[src/rtl/gate_sequencer.sv]
// Gate sequencer: walks gate ids through the netlist ROM, fetches operand labels, issues gates in
// order to the garbling engine and writes results back. Define FREE_XOR_EN for local XOR evaluation.
module gate_sequencer #(
  parameter int S = 20,
  parameter int K = 128,
  parameter int D = 4
) (
  input  logic         i_clk,
  input  logic         i_rst,
  input  logic         i_start,
  input  logic [S-1:0] i_num_gates,
  output logic         o_busy,
  output logic         o_done,
  output logic [S-1:0] o_gid,
  input  logic [S-1:0] i_input_size,
  input  logic         i_in0f,
  input  logic         i_in1f,
  input  logic [S-1:0] i_in0,
  input  logic [S-1:0] i_in1,
  input  logic [3:0]   i_g_logic,
  output logic [S-1:0] o_il_addr0,
  output logic [S-1:0] o_il_addr1,
  input  logic [K-1:0] i_il_data0,
  input  logic [K-1:0] i_il_data1,
  output logic [S-1:0] o_wl_raddr0,
  output logic [S-1:0] o_wl_raddr1,
  input  logic [K-1:0] i_wl_rdata0,
  input  logic [K-1:0] i_wl_rdata1,
  output logic         o_wl_we,
  output logic [S-1:0] o_wl_waddr,
  output logic [K-1:0] o_wl_wdata,
  output logic         o_iss_valid,
  input  logic         i_iss_ready,
  output logic [K-1:0] o_iss_a,
  output logic [K-1:0] o_iss_b,
  output logic [3:0]   o_iss_logic,
  output logic [S-1:0] o_iss_gid,
  input  logic         i_res_valid,
  input  logic [K-1:0] i_res_label
);

  localparam int PW = (D > 1) ? $clog2(D) : 1;
  localparam int CW = $clog2(D + 1);

  // state  | meaning
  // IDLE   | waiting for start
  // FETCH  | gid on ROM, stall on hazard / full in-flight FIFO, else launch operand reads
  // WAIT   | operand read data arrives, captured into issue registers
  // ISSUE  | offering gate to engine until accepted
  // XWR    | free-XOR write deferred behind an engine writeback
  // DRAIN  | all gates issued, waiting for outstanding results
  // DONE   | one-cycle completion pulse
  typedef enum logic [2:0] {
    S_IDLE, S_FETCH, S_WAIT, S_ISSUE, S_XWR, S_DRAIN, S_DONE
  } state_t;

  state_t        r_state, w_next;
  logic [S-1:0]  r_gid, r_num;
  logic [K-1:0]  r_iss_a, r_iss_b;
  logic [3:0]    r_iss_logic;
  logic [S-1:0]  r_fifo [D];
  logic [D-1:0]  r_fvld;
  logic [PW-1:0] r_wptr, r_rptr;
  logic [CW-1:0] r_count;

  logic [S-1:0]  w_ra0, w_ra1;
  logic          w_haz, w_full, w_pop, w_push, w_start, w_fetch, w_cap, w_adv, w_last;
  logic          w_xor_we;
  logic [K-1:0]  w_op_a, w_op_b, w_xor_data;

  assign w_ra0  = i_in0 - i_input_size;
  assign w_ra1  = i_in1 - i_input_size;
  assign w_full = (r_count == CW'(D));
  assign w_pop  = i_res_valid && (r_count != '0);
  assign w_last = (r_gid == r_num - S'(1));
  assign w_op_a = i_in0f ? i_il_data0 : i_wl_rdata0;
  assign w_op_b = i_in1f ? i_il_data1 : i_wl_rdata1;

  // An entry stays visible through its pop cycle so the dependent read lands after the RAM write.
  always_comb begin
    w_haz = w_full;
    for (int i = 0; i < D; i++) begin
      if (r_fvld[i] && ((!i_in0f && r_fifo[i] == w_ra0) || (!i_in1f && r_fifo[i] == w_ra1)))
        w_haz = 1'b1;
    end
  end

  always_ff @(posedge i_clk or posedge i_rst) begin
    if (i_rst) r_state <= S_IDLE;
    else       r_state <= w_next;
  end

  always_comb begin
    w_next     = r_state;
    w_start    = 1'b0;
    w_fetch    = 1'b0;
    w_cap      = 1'b0;
    w_push     = 1'b0;
    w_adv      = 1'b0;
    w_xor_we   = 1'b0;
    w_xor_data = '0;
    case (r_state)
      S_IDLE: begin
        if (i_start) begin
          w_start = 1'b1;
          w_next  = (i_num_gates == '0) ? S_DONE : S_FETCH;
        end
      end
      S_FETCH: begin
        if (!w_haz) begin
          w_fetch = 1'b1;
          w_next  = S_WAIT;
        end
      end
      S_WAIT: begin
        w_cap  = 1'b1;
        w_next = S_ISSUE;
`ifdef FREE_XOR_EN
        if (i_g_logic == 4'b0110) begin
          if (w_pop) begin
            w_next = S_XWR;
          end else begin
            w_xor_we   = 1'b1;
            w_xor_data = w_op_a ^ w_op_b;
            w_adv      = 1'b1;
            w_next     = w_last ? S_DRAIN : S_FETCH;
          end
        end
`endif
      end
      S_ISSUE: begin
        if (i_iss_ready) begin
          w_push = 1'b1;
          w_adv  = 1'b1;
          w_next = w_last ? S_DRAIN : S_FETCH;
        end
      end
`ifdef FREE_XOR_EN
      S_XWR: begin
        if (!w_pop) begin
          w_xor_we   = 1'b1;
          w_xor_data = r_iss_a ^ r_iss_b;
          w_adv      = 1'b1;
          w_next     = w_last ? S_DRAIN : S_FETCH;
        end
      end
`endif
      S_DRAIN: begin
        if (r_count == '0) w_next = S_DONE;
      end
      S_DONE:  w_next = S_IDLE;
      default: w_next = S_IDLE;
    endcase
  end

  always_ff @(posedge i_clk or posedge i_rst) begin
    if (i_rst) begin
      r_gid       <= '0;
      r_num       <= '0;
      r_iss_a     <= '0;
      r_iss_b     <= '0;
      r_iss_logic <= '0;
    end else begin
      if (w_start) begin
        r_gid <= '0;
        r_num <= i_num_gates;
      end else if (w_adv) begin
        r_gid <= r_gid + S'(1);
      end
      if (w_cap) begin
        r_iss_a     <= w_op_a;
        r_iss_b     <= w_op_b;
        r_iss_logic <= i_g_logic;
      end
    end
  end

  always_ff @(posedge i_clk or posedge i_rst) begin
    if (i_rst) begin
      r_fvld  <= '0;
      r_wptr  <= '0;
      r_rptr  <= '0;
      r_count <= '0;
      for (int i = 0; i < D; i++) r_fifo[i] <= '0;
    end else begin
      if (w_pop) begin
        r_fvld[r_rptr] <= 1'b0;
        r_rptr         <= (r_rptr == PW'(D - 1)) ? '0 : r_rptr + PW'(1);
      end
      if (w_push) begin
        r_fifo[r_wptr] <= r_gid;
        r_fvld[r_wptr] <= 1'b1;
        r_wptr         <= (r_wptr == PW'(D - 1)) ? '0 : r_wptr + PW'(1);
      end
      r_count <= r_count + CW'(w_push) - CW'(w_pop);
    end
  end

  assign o_busy      = (r_state != S_IDLE);
  assign o_done      = (r_state == S_DONE);
  assign o_gid       = r_gid;
  assign o_il_addr0  = (w_fetch && i_in0f)  ? i_in0 : '0;
  assign o_il_addr1  = (w_fetch && i_in1f)  ? i_in1 : '0;
  assign o_wl_raddr0 = (w_fetch && !i_in0f) ? w_ra0 : '0;
  assign o_wl_raddr1 = (w_fetch && !i_in1f) ? w_ra1 : '0;
  assign o_iss_valid = (r_state == S_ISSUE);
  assign o_iss_a     = r_iss_a;
  assign o_iss_b     = r_iss_b;
  assign o_iss_logic = r_iss_logic;
  assign o_iss_gid   = r_gid;
  // Engine writeback wins the RAM port; a colliding local XOR write waits in XWR.
  assign o_wl_we     = w_pop || w_xor_we;
  assign o_wl_waddr  = w_pop ? r_fifo[r_rptr] : (w_xor_we ? r_gid : '0);
  assign o_wl_wdata  = w_pop ? i_res_label : w_xor_data;

endmodule

[config.mk]
export PLATFORM = sky130hd
export DESIGN_NAME = gate_sequencer
export DESIGN_NICKNAME = d
export VERILOG_FILES = /design/src/rtl/gate_sequencer.sv
export SDC_FILE = /design/constraint.sdc
export NUM_CORES = 1
export LEC_CHECK = 0
export ABC_AREA = 1
export CORE_AREA = 4 4 494 496
export DETAILED_ROUTE_END_ITERATION = 8
export DIE_AREA = 0 0 498 500
export PLACE_DENSITY = 0.37
export SETUP_SLACK_MARGIN = 0.15
export SLEW_MARGIN = 15
export SYNTH_ARGS = -nofsm -noshare
export SYNTH_HDL_FRONTEND = slang
export SYNTH_SLANG_ARGS = --single-unit
[constraint.sdc]
create_clock -name i_clk -period 15.15 [get_ports i_clk]
set_clock_uncertainty 0.1 [all_clocks]
set_input_delay 3.7875 -clock i_clk [delete_from_list [all_inputs] [get_ports i_clk]]
set_output_delay 3.7875 -clock i_clk [all_outputs]
set_load 0.05 [all_outputs]
# [Word level (Yosys, flattened, before mapping)]
# Index checks and enable logic that the tools add are counted.
[word_totals] ff_bits=394 word_cells=130
[classes] muxes=42 n_eq_ne=21 n_bitwise=5 magnitude_cmp=7 addsub=8 reduce_logical=33
[ops] operator="$mux 128" n=3
[ops] operator="$mux 20" n=10
[ops] operator="$eq 20x20->1" n=9
[ops] operator="$bwmux 80" n=1
[ops] operator="$bmux 20 s2" n=1
[ops] operator="$demux 20 s2" n=1
[ops] operator="$sub 20x20->20" n=2
[ops] operator="$add 20x1->20 const B" n=1
[ops] operator="$logic_and 1x1->1" n=20
[ops] operator="$logic_not 20->1" n=1
[ops] operator="$sub 20x1->20 const B" n=1
[ops] operator="$mux 3" n=6
[ops] operator="$pmux 3 s5" n=1
[ops] operator="$mux 1" n=13
[ops] operator="$eq 3x3->1 const B" n=3
[ops] operator="$mux 4" n=2
[ops] operator="$eq 3x2->1 const B" n=2
[ops] operator="$ge 3x3->1 const B" n=2
[ops] operator="$logic_not 3->1" n=2
[ops] operator="$lt 2x3->1 const B" n=2
[ops] operator="$ne 2x2->1 const B" n=3
[ops] operator="$not 2->3" n=2
[ops] operator="$reduce_bool 3->1" n=2
[ops] operator="$add 2x1->2 const B" n=2
[ops] operator="16 further kinds" n=24

# [Logic depth before layout (Yosys ltp)]
# Gate-level depths: netlist (run 1).
[logic_depth] ltp_word=13 depth_mapped=27 ltp_nobuf=27

# [Worst setup path after synthesis (run 1)]
# Ideal clock, no wire load.
[synth_timing] path_kind="input-to-output" start="in i_in1[0]" end="out o_wl_raddr1[15]" cell_stages=24 arrival_time_ps=6754 path_slack_ps=4508 cell_sequence="inv_1 > ha_1 > inv_1 > fa_1 > nand2_1 > nand2_2 > nand3_2 > nand2_2 > nand2_1 > nand2_1 > nand2_1 > nand3b_1 > nand2_2 > nand2_1 > nand2_1 > nor2_1 > nand3_1 > nand2_1 > nand2_1 > nand2_1 > nor2_4 > nand4_2 > buf_6 > nor2_1"
[synth_between] elab_chain_len=13
[synth_lines] item="start, declared" line="19" source="input logic [S-1:0] i_in1,"
[synth_lines] item="$sub 20x20->20 *" line="72" source="assign w_ra1 = i_in1 - i_input_size;"
[synth_lines] item="$eq 20x20->1" line="83" source="if (r_fvld[i] && ((!i_in0f && r_fifo[i] == w_ra0) || (!i_in1f && r_fifo[i] == w_ra1)))"
[synth_lines] item="$logic_and 1x1->1" line="83"
[synth_lines] item="$logic_or 1x1->1" line="83"
[synth_lines] item="$logic_and 1x1->1" line="83"
[synth_lines] item="$mux 1 (4 in a row)" line="83"
[synth_lines] item="$mux 1" line="110" source="if (!w_haz) begin"
[synth_lines] item="$mux 1" line="102" source="case (r_state)"
[synth_lines] item="$logic_and 1x1->1" line="205" source="assign o_wl_raddr1 = (w_fetch && !i_in1f) ? w_ra1 : '0;"
[synth_lines] item="$mux 20 *" line="205"
[synth_lines] item="end, declared" line="26" source="output logic [S-1:0] o_wl_raddr1,"
# Mark *: on every way between the ends. The rest lies on a longest branch, timed or not.

# [Worst setup path in the final report (run 1)]
[layout_timing] start="in i_in0[0]" end="out o_il_addr1[16]"
[layout_between] elab_chain_len=13
[layout_lines] item="start, declared" line="18" source="input logic [S-1:0] i_in0,"
[layout_lines] item="$sub 20x20->20 *" line="71" source="assign w_ra0 = i_in0 - i_input_size;"
[layout_lines] item="$eq 20x20->1" line="83"
[layout_lines] item="$logic_and 1x1->1" line="83"
[layout_lines] item="$logic_or 1x1->1" line="83"
[layout_lines] item="$logic_and 1x1->1" line="83"
[layout_lines] item="$mux 1 (3 in a row)" line="83"
[layout_lines] item="$mux 1 *" line="83"
[layout_lines] item="$mux 1 *" line="110"
[layout_lines] item="$mux 1 *" line="102"
[layout_lines] item="$logic_and 1x1->1 *" line="203" source="assign o_il_addr1 = (w_fetch && i_in1f) ? i_in1 : '0;"
[layout_lines] item="$mux 20 *" line="203"
[layout_lines] item="end, declared" line="22" source="output logic [S-1:0] o_il_addr1,"
# Marks and branches as above.

==> impl_metrics.csv, run 1 <==
group,metric,value,unit
logic_synthesis,ys_ff_latch,394,
cts,cts_tree,"built",
floorplan,chipWidth,498,microns
logic_synthesis,netlist.area_leader.share,37.6,%
power,p_sw_share,54.2,%
floorplan,start_util,10.9,%
critical_path,r2r_end,"o_gid[19]$_DFFE_PP0P_",
logic_synthesis,synthCells,3910,
power,leakage,19.2,nW
sta,fin_crit,13.41,ns
hold_path,hold_class,"reg -> reg",
logic_synthesis,synth_edf_count,0,
sta,final-setup-viol-count,0,
critical_path,crit_slowest_cell,"clkdlybuf4s50_1",
cells_and_area,fin_cells,8306,
placed_design,io_buffers,1262,
cts,cts_resized,0,
cells_and_area,n_fill_cell,27500,
placed_design,hpwl,193000,microns
power,combinationalPowerShare,60.3,%
power,seq_power_share,22.8,%
critical_path,crit_path_cell_trace,"clkdlybuf4s50_1 -> inv_1 -> ha_1 -> fa_1 -> inv_1 -> nand2_1 -> nand2_1 -> nand3_1 -> nand2_1 -> nand2_1 -> nand2_1 -> nor2_1 -> o21ai_0 -> nor2_1 -> nand2_1 -> nor2_1 -> nand2_1 -> nand2_1 -> a21oi_4 -> nand4_2 -> nor2_2 -> clkdlybuf4s50_1",
critical_path,start_kind,"input port",
sta,rsz0062_at_grt,"false",
sta,fin_ws,1.74,ns
power,power_switching,0.00448,W
route,firstDrtPassIters,5,
power,p_per_area,187,nW/um^2
critical_path,crit_start,"i_in0[0]",
global_route,grt_pass1_wl,292000,microns
power,ir_drop,0.000121,V
logic_synthesis,ys.flop_type,"dfrtp_1",
cts,cts_hold_buf,0,
placed_design,dpl_worst_slack,1.65,ns
logic_synthesis,ys_top_cells_by_count,"988 x nand2_1, 808 x nor2_1, 466 x inv_1",
critical_path,path_depth,22,
placed_design,finalWeightedCongestion,0.936,
critical_path,required,11.26,ns
route,wirelength_met1,99300,microns
critical_path,crit_family,"simple AND/OR/NAND/NOR gates",
floorplan,rows,180,
critical_path,rr_worst_depth,15,
outcome,outcome,"finished clean",
cts,numCtsBuffers,54,
cts,path_clk_slew,0.06,ns
critical_path,reg2reg_slack,11.89,ns
global_route,grt_overflow,0,
cts,cts_num_sinks,394,
route,routed_wl,224000,microns
critical_path,critPathMaxFanout,20,
global_route,grt_max_degree,235,
power,clkPwrFrac,17.0,%
floorplan,io_pins,1263,
route,first_iter_violations,2225,
cts,cts_setup_buffers,0,
cts,insertion_delay,0.64,ns
critical_path,worstSetupEndpointType,"output pin",
logic_synthesis,yosysMostFrequentCell,"nand2_1",
sta,fmax,74.6,MHz
cells_and_area,nNetsFinal,5840,
placed_design,placed_cells,8183,
logic_synthesis,yosys_warnings,0,
critical_path,critPathMostFrequentCell,"nand2_1",
cells_and_area,layout-drive-gt1-share,5.53,%
sta,min_period_over_period,88.5,%
sta,hold_violations,0,
critical_path,critPathBufInv,4,
sta,report.final.slew_viol_count,0,
power,intPower,0.00379,W
logic_synthesis,seq_area_frac_synth,37.6,%
cells_and_area,regArea,9860,sq um
critical_path,arrival,9.52,ns
cts,htree_levels,2,
logic_synthesis,async_reset_ff_share,100,%
route,wl_per_cell,26.9,microns
logic_synthesis,synth_area,26200,sq um
global_route,grt_usage,17.2,%
route,drc,0,
route,ant_nets,0,
global_route,grt_antenna_before_repair,107,
sta,worst_pin_slew,1.27,ns
critical_path,r2r_start,"o_gid[1]$_DFFE_PP0P_",
floorplan,die_y,500,microns
critical_path,slowest_delay,0.88,ns
floorplan,core,240000,sq um
logic_synthesis,synth_area_per_cell,6.71,sq um
flow_run,cap_violations,0,
floorplan,dieArea,249000,sq um
cells_and_area,utilization,18.4,%
global_route,grt_pass1_vias,31000,
critical_path,critPathKind,"in -> out",
cells_and_area,multiInputGateArea,13700,sq um
sta,relSlewSlack,15.5,%
cells_and_area,syn2layout_area_growth,68.4,%
cts,clk_path_buf_depth,3,
route,routed_via_density,3.74,
route,route.met3.wl,14700,microns
route,highest_layer,"met5",
route,routed-wl-met2,105000,microns
logic_synthesis,yosysTopAreaCell,"dfrtp_1",
route,via_count,31100,
logic_synthesis,synth.area.top_cells,"dfrtp_1 38%, nand2_1 14%, nor2_1 12%",
logic_synthesis,syn_nets,4696,
sta,tns,0,ns
logic_synthesis,synth_cell_types,43,
cts,cts_root_buf,"clkbuf_16",
critical_path,endpoint,"o_il_addr1[16]",
==> kinds of logic after synthesis <==
group	count (synthesis)	synth area share [%]
AO/OA/AOI/OAI	544	13.1
adder cells (fa/ha/maj)	55	2.71
XOR/XNOR	64	2.14
buffers and inverters	671	10.1
flip-flops	394	37.6
AND/OR/NAND/NOR	2182	34.4
==> metrics by stage <==
stage	power (W)	instance area [sq um]	hold WS, ns
after detailed placement	0.00700	42200	0.358
after global routing	0.00870	44100	0.393
after floorplan	0.00470	26200	0.350
final	0.00828	44200	0.372
after CTS	0.00846	44100	0.376
after global placement	0.00699	42200	0.360
==> layout by cell type, fill, tap and decap left out, types with 12 or more instances in the layout <==
cell	netlist	routed
nor2_1	808	808
nand3_1	186	186
nand2_1	988	983
o31ai_1	256	256
xor2_1	55	55
clkdlybuf4s50_1	0	1251
ha_1	52	52
nor2_2	86	86
clkbuf_16	0	55
o21ai_0	157	157
nor3_1	21	21
dfrtp_1	394	394
clkbuf_8	0	12
buf_4	20	30
a21oi_1	112	112
inv_1	466	463
diode_2	0	24
nand4_1	24	24
nand2_2	28	32
==> state kept, by name, indices dropped and copies added, names as in the netlist <==
signal       cells
r_count          3
o_iss_logic      4
o_gid           20
r_rptr           2
r_fifo          80
r_wptr           2
r_state          3
r_fvld           4
r_num           20
o_iss_a        128
o_iss_b        128
==> worst register-to-register path, stage by stage (launching register included) <==
cell and delay [ns]:
dfrtp_1 0.57, inv_1 0.36, nor3_1 0.32, inv_1 0.13, nor3_4 0.25, nand4_1 0.18
nor2_1 0.17, nand2_1 0.09, nor2_1 0.15, inv_1 0.10, nor4_2 0.20, nand2_1 0.14
nor2_1 0.13, nand2_1 0.07, o21ai_0 0.14, a21oi_1 0.05
==> final cells by class <==
cell class              instances  share of cell area (%)
multi-input cells            2845                    31.1
repair buffers               1286                    29.1
flip-flops and latches        394                    22.3
well taps                    3185                    9.02
inverters                     473                    4.08
clock buffers                  74                    3.55
clock inverters                25                   0.739
diodes                         24                   0.136
==> routing by layer <==
layer  global-route usage [%]  vias to the layer above
li1                         -                    14700
met1                     22.5                    14900
met2                     28.9                     1247
met3                     4.09                      178
met4                     2.90                       52
met5                        0                        -
==> worst min path at each step <==
stage / from / to / slack [ns] / cells past startpoint
floorplan: r_fvld[0]$_DFF_PP0_ / r_fvld[0]$_DFF_PP0_ / 0.35 / 2
global placement: o_iss_logic[0]$_DFFE_PP0P_ / o_iss_logic[0]$_DFFE_PP0P_ / 0.36 / 2
detailed placement: o_iss_logic[2]$_DFFE_PP0P_ / o_iss_logic[2]$_DFFE_PP0P_ / 0.36 / 2
CTS: o_iss_logic[1]$_DFFE_PP0P_ / o_iss_logic[1]$_DFFE_PP0P_ / 0.38 / 2
global route: o_iss_a[72]$_DFFE_PP0P_ / o_iss_a[72]$_DFFE_PP0P_ / 0.39 / 2
finish: o_iss_logic[1]$_DFFE_PP0P_ / o_iss_logic[1]$_DFFE_PP0P_ / 0.37 / 2
==> power by group through the flow <==
| stage | logic, W | clock network (W) | registers, W |
|---|---|---|---|
| floorplan | 0.00172 | 0 | 0.00297 |
| global route | 0.00527 | 0.00150 | 0.00193 |
| finish | 0.00499 | 0.00140 | 0.00188 |
| detailed placement | 0.00510 | 0 | 0.00190 |
| CTS | 0.00511 | 0.00146 | 0.00188 |
| global placement | 0.00510 | 0 | 0.00189 |
Note: power is estimated with default switching activity, not from simulation.
==> run 2, diff against run 1 <==
--- a/config.mk
+++ b/config.mk
@@ -6,9 +6,10 @@
 export NUM_CORES = 1
 export LEC_CHECK = 0
 export ABC_AREA = 1
-export CORE_AREA = 4 4 494 496
+export CORE_AREA = 4 4 488 490
+export CTS_BUF_LIST = sky130_fd_sc_hd__clkbuf_8
 export DETAILED_ROUTE_END_ITERATION = 8
-export DIE_AREA = 0 0 498 500
+export DIE_AREA = 0 0 492 494
 export PLACE_DENSITY = 0.37
 export SETUP_SLACK_MARGIN = 0.15
 export SLEW_MARGIN = 15
==> run 2 against run 1 <==
  * First-iteration DRC count grew 10%
  * Sequential power about the same
  * Setup slack better by 0.28 ns
  * Via count rose by 1.2%
  * Final cell count up 0.12%
  * Global-route usage increased by 0.26 points
  * Core utilization increased by 0.31 points
  * Register-to-register slack got worse by 1.3 ns
  * Clock-buffer cell count increased by 22
  * Largest power group unchanged
  * Die area decreased by 2.4%
==> impl_metrics.csv, run 2 (same netlist as run 1, synthesis figures left out) <==
group,metric,value,unit
outcome,outcome,"finished clean",
sta,relSlewSlack,22.5,%
sta,tns,0,ns
critical_path,critPathKind,"in -> out",
critical_path,critPathMaxFanout,8,
floorplan,dieArea,243000,sq um
power,leakage,19.2,nW
flow_run,cap_violations,0,
sta,hold_violations,0,
cells_and_area,mostFrequentLayoutCells,"1,254 x clkdlybuf4s50_1, 983 x nand2_1, 808 x nor2_1",
power,p_per_area,185,nW/um^2
cts,cts_setup_buffers,0,
sta,worst_pin_slew,1.16,ns
floorplan,start_util,11.2,%
critical_path,rr_worst_depth,10,
route,wl_per_cell,26.6,microns
global_route,grt_usage,17.4,%
global_route,grt_pass1_vias,31500,
hold_path,hold_path_depth,2,
power,power_switching,0.00455,W
route,ant_nets,0,
floorplan,chipWidth,492,microns
critical_path,reg2reg_slack,10.57,ns
placed_design,dpl-instance-area,42200,sq um
cts,cts_hold_buf,0,
cells_and_area,layout-drive-gt1-share,5.87,%
floorplan,rows,178,
floorplan,die_y,494,microns
route,drc,0,
hold_path,hold_class,"reg -> reg",
power,clkPwrFrac,14.6,%
route,routed_via_density,3.78,
route,firstDrtPassIters,6,
sta,fmax,76.2,MHz
power,intPower,0.00357,W
critical_path,r2r_end,"o_iss_a[98]$_DFFE_PP0P_",
cts,cts_tree,"built",
power,combinationalPowerShare,62.1,%
global_route,grt_max_degree,177,
placed_design,io_buffers,1262,
sta,rsz0062_at_grt,"false",
hold_path,worstHoldEndpoint,"o_iss_logic[2]$_DFFE_PP0P_",
critical_path,arrival,9.24,ns
placed_design,finalWeightedCongestion,0.940,
cells_and_area,final_cell_area,43900,sq um
global_route,grt_pass1_wl,289000,microns
hold_path,min_from,"o_iss_logic[2]$_DFFE_PP0P_",
cts,numCtsBuffers,84,
power,p_sw_share,56.1,%
cts,insertion_delay,0.83,ns
sta,fin_ws,2.03,ns
sta,hold_ws,0.375,ns
floorplan,io_pins,1263,
cells_and_area,syn2layout_area_growth,67.2,%
route,routed_wl,221000,microns
placed_design,dpl_worst_slack,1.85,ns
power,ir_drop,0.0000813,V
critical_path,required,11.26,ns
route,first_iter_violations,2452,
sta,final-setup-viol-count,0,
cells_and_area,nNetsFinal,5874,
cts,cts_resized,0,
cells_and_area,n_fill_cell,26800,
critical_path,r2r_start,"r_state[1]$_DFFE_PP0P_",
power,seq_power_share,23.3,%
cts,htree_levels,3,
global_route,grt_antenna_before_repair,87,
route,via_count,31500,
cts,path_clk_slew,0.05,ns
cts,cts_num_sinks,394,
cts,cts_root_buf,"clkbuf_8",
cts,clk_path_buf_depth,3,
critical_path,worstSetupEndpointType,"output pin",
placed_design,hpwl,190000,microns
power,power,0.00812,W
global_route,grt_overflow,0,
sta,fin_crit,13.12,ns
sta,min_period_over_period,86.6,%
floorplan,core,234000,sq um
critical_path,start_kind,"input port",
sta,report.final.slew_viol_count,0,
cells_and_area,layout_commonest_cell,"clkdlybuf4s50_1",
-- run 2: cell count changes in the layout (fill, tap and decap cells not counted), moves of 2 or more --
| cell | previous run | this run |
|---|---|---|
| clkbuf_8 | 12 | 96 |
| clkbuf_16 | 55 | 0 |
| inv_1 | 463 | 491 |
| clkbuf_1 | 7 | 0 |
| bufinv_16 | 7 | 2 |
| clkinv_2 | 11 | 6 |
| clkdlybuf4s50_1 | 1251 | 1254 |
| inv_6 | 5 | 2 |
| clkinv_8 | 0 | 2 |
| inv_8 | 3 | 5 |
-- run 2: layer usage --
metal  up-vias  GRT usage (%)  wire, microns
met5         -          0.235            711
met4        98           4.78           6220
met2      1264           28.7         103000
met3       273           6.62          19400
li1      14800              -              -
met1     15000           21.2          91600
-- run 2: worst max-delay path, cell delays in order --
cell	delay, ns
clkdlybuf4s50_1	0.46
inv_1	0.09
ha_1	0.28
fa_1	0.43
inv_1	0.20
nand2_1	0.15
nand2_1	0.14
nand3_1	0.14
nand2_1	0.19
nand2_1	0.15
nand2_1	0.19
nor2_1	0.05
o21ai_0	0.35
nor2_1	0.08
nand2_1	0.07
nor2_1	0.04
nand2_1	0.06
nand2_1	0.11
a21oi_4	0.24
nand4_2	0.51
nor2_2	0.57
clkdlybuf4s50_1	0.92
-- run 2: power by group through the flow --
stage | combinational, W | sequential [W] | clock, W
6_report | 0.00504 | 0.00189 | 0.00119
5_1_grt | 0.00532 | 0.00194 | 0.00129
4_1_cts | 0.00516 | 0.00189 | 0.00125
3_5_place_dp | 0.00515 | 0.00191 | 0
3_3_place_gp | 0.00515 | 0.00190 | 0
2_1_floorplan | 0.00172 | 0.00297 | 0
-- run 2: stage by stage --
stage / std cells / util, %
finish: 8316 / 18.7
detailed placement: 8152 / 18.0
global route: 8300 / 18.7
CTS: 8291 / 18.7
global placement: 8152 / 18.0
floorplan: 3910 / -
-- run 2: cell type report --
cell class / count / area (sq um) / share of cell area, %
clock inverter: 43 / 285 / 0.650
multi-input combinational: 2845 / 13700 / 31.3
tap: 3150 / 3940 / 8.99
sequential: 394 / 9860 / 22.5
clock buffer: 96 / 1320 / 3.01
inverter: 473 / 1800 / 4.10
timing repair buffer: 1290 / 12900 / 29.3
antenna: 25 / 62.6 / 0.143
-- run 2: worst max path at each step --
stage / startpoint / to / slack (ns) / cells after the start
floorplan: i_rst / o_gid[0]$_DFFE_PP0P_ / 0.31 / 1
global placement: i_in0[0] / o_wl_raddr0[15] / 1.89 / 20
detailed placement: i_in0[0] / o_wl_raddr0[15] / 1.85 / 22
CTS: i_in0[0] / o_wl_raddr0[15] / 1.83 / 22
global route: i_in0[0] / o_il_addr1[0] / 1.68 / 22
finish: i_in0[0] / o_wl_raddr0[15] / 2.03 / 22
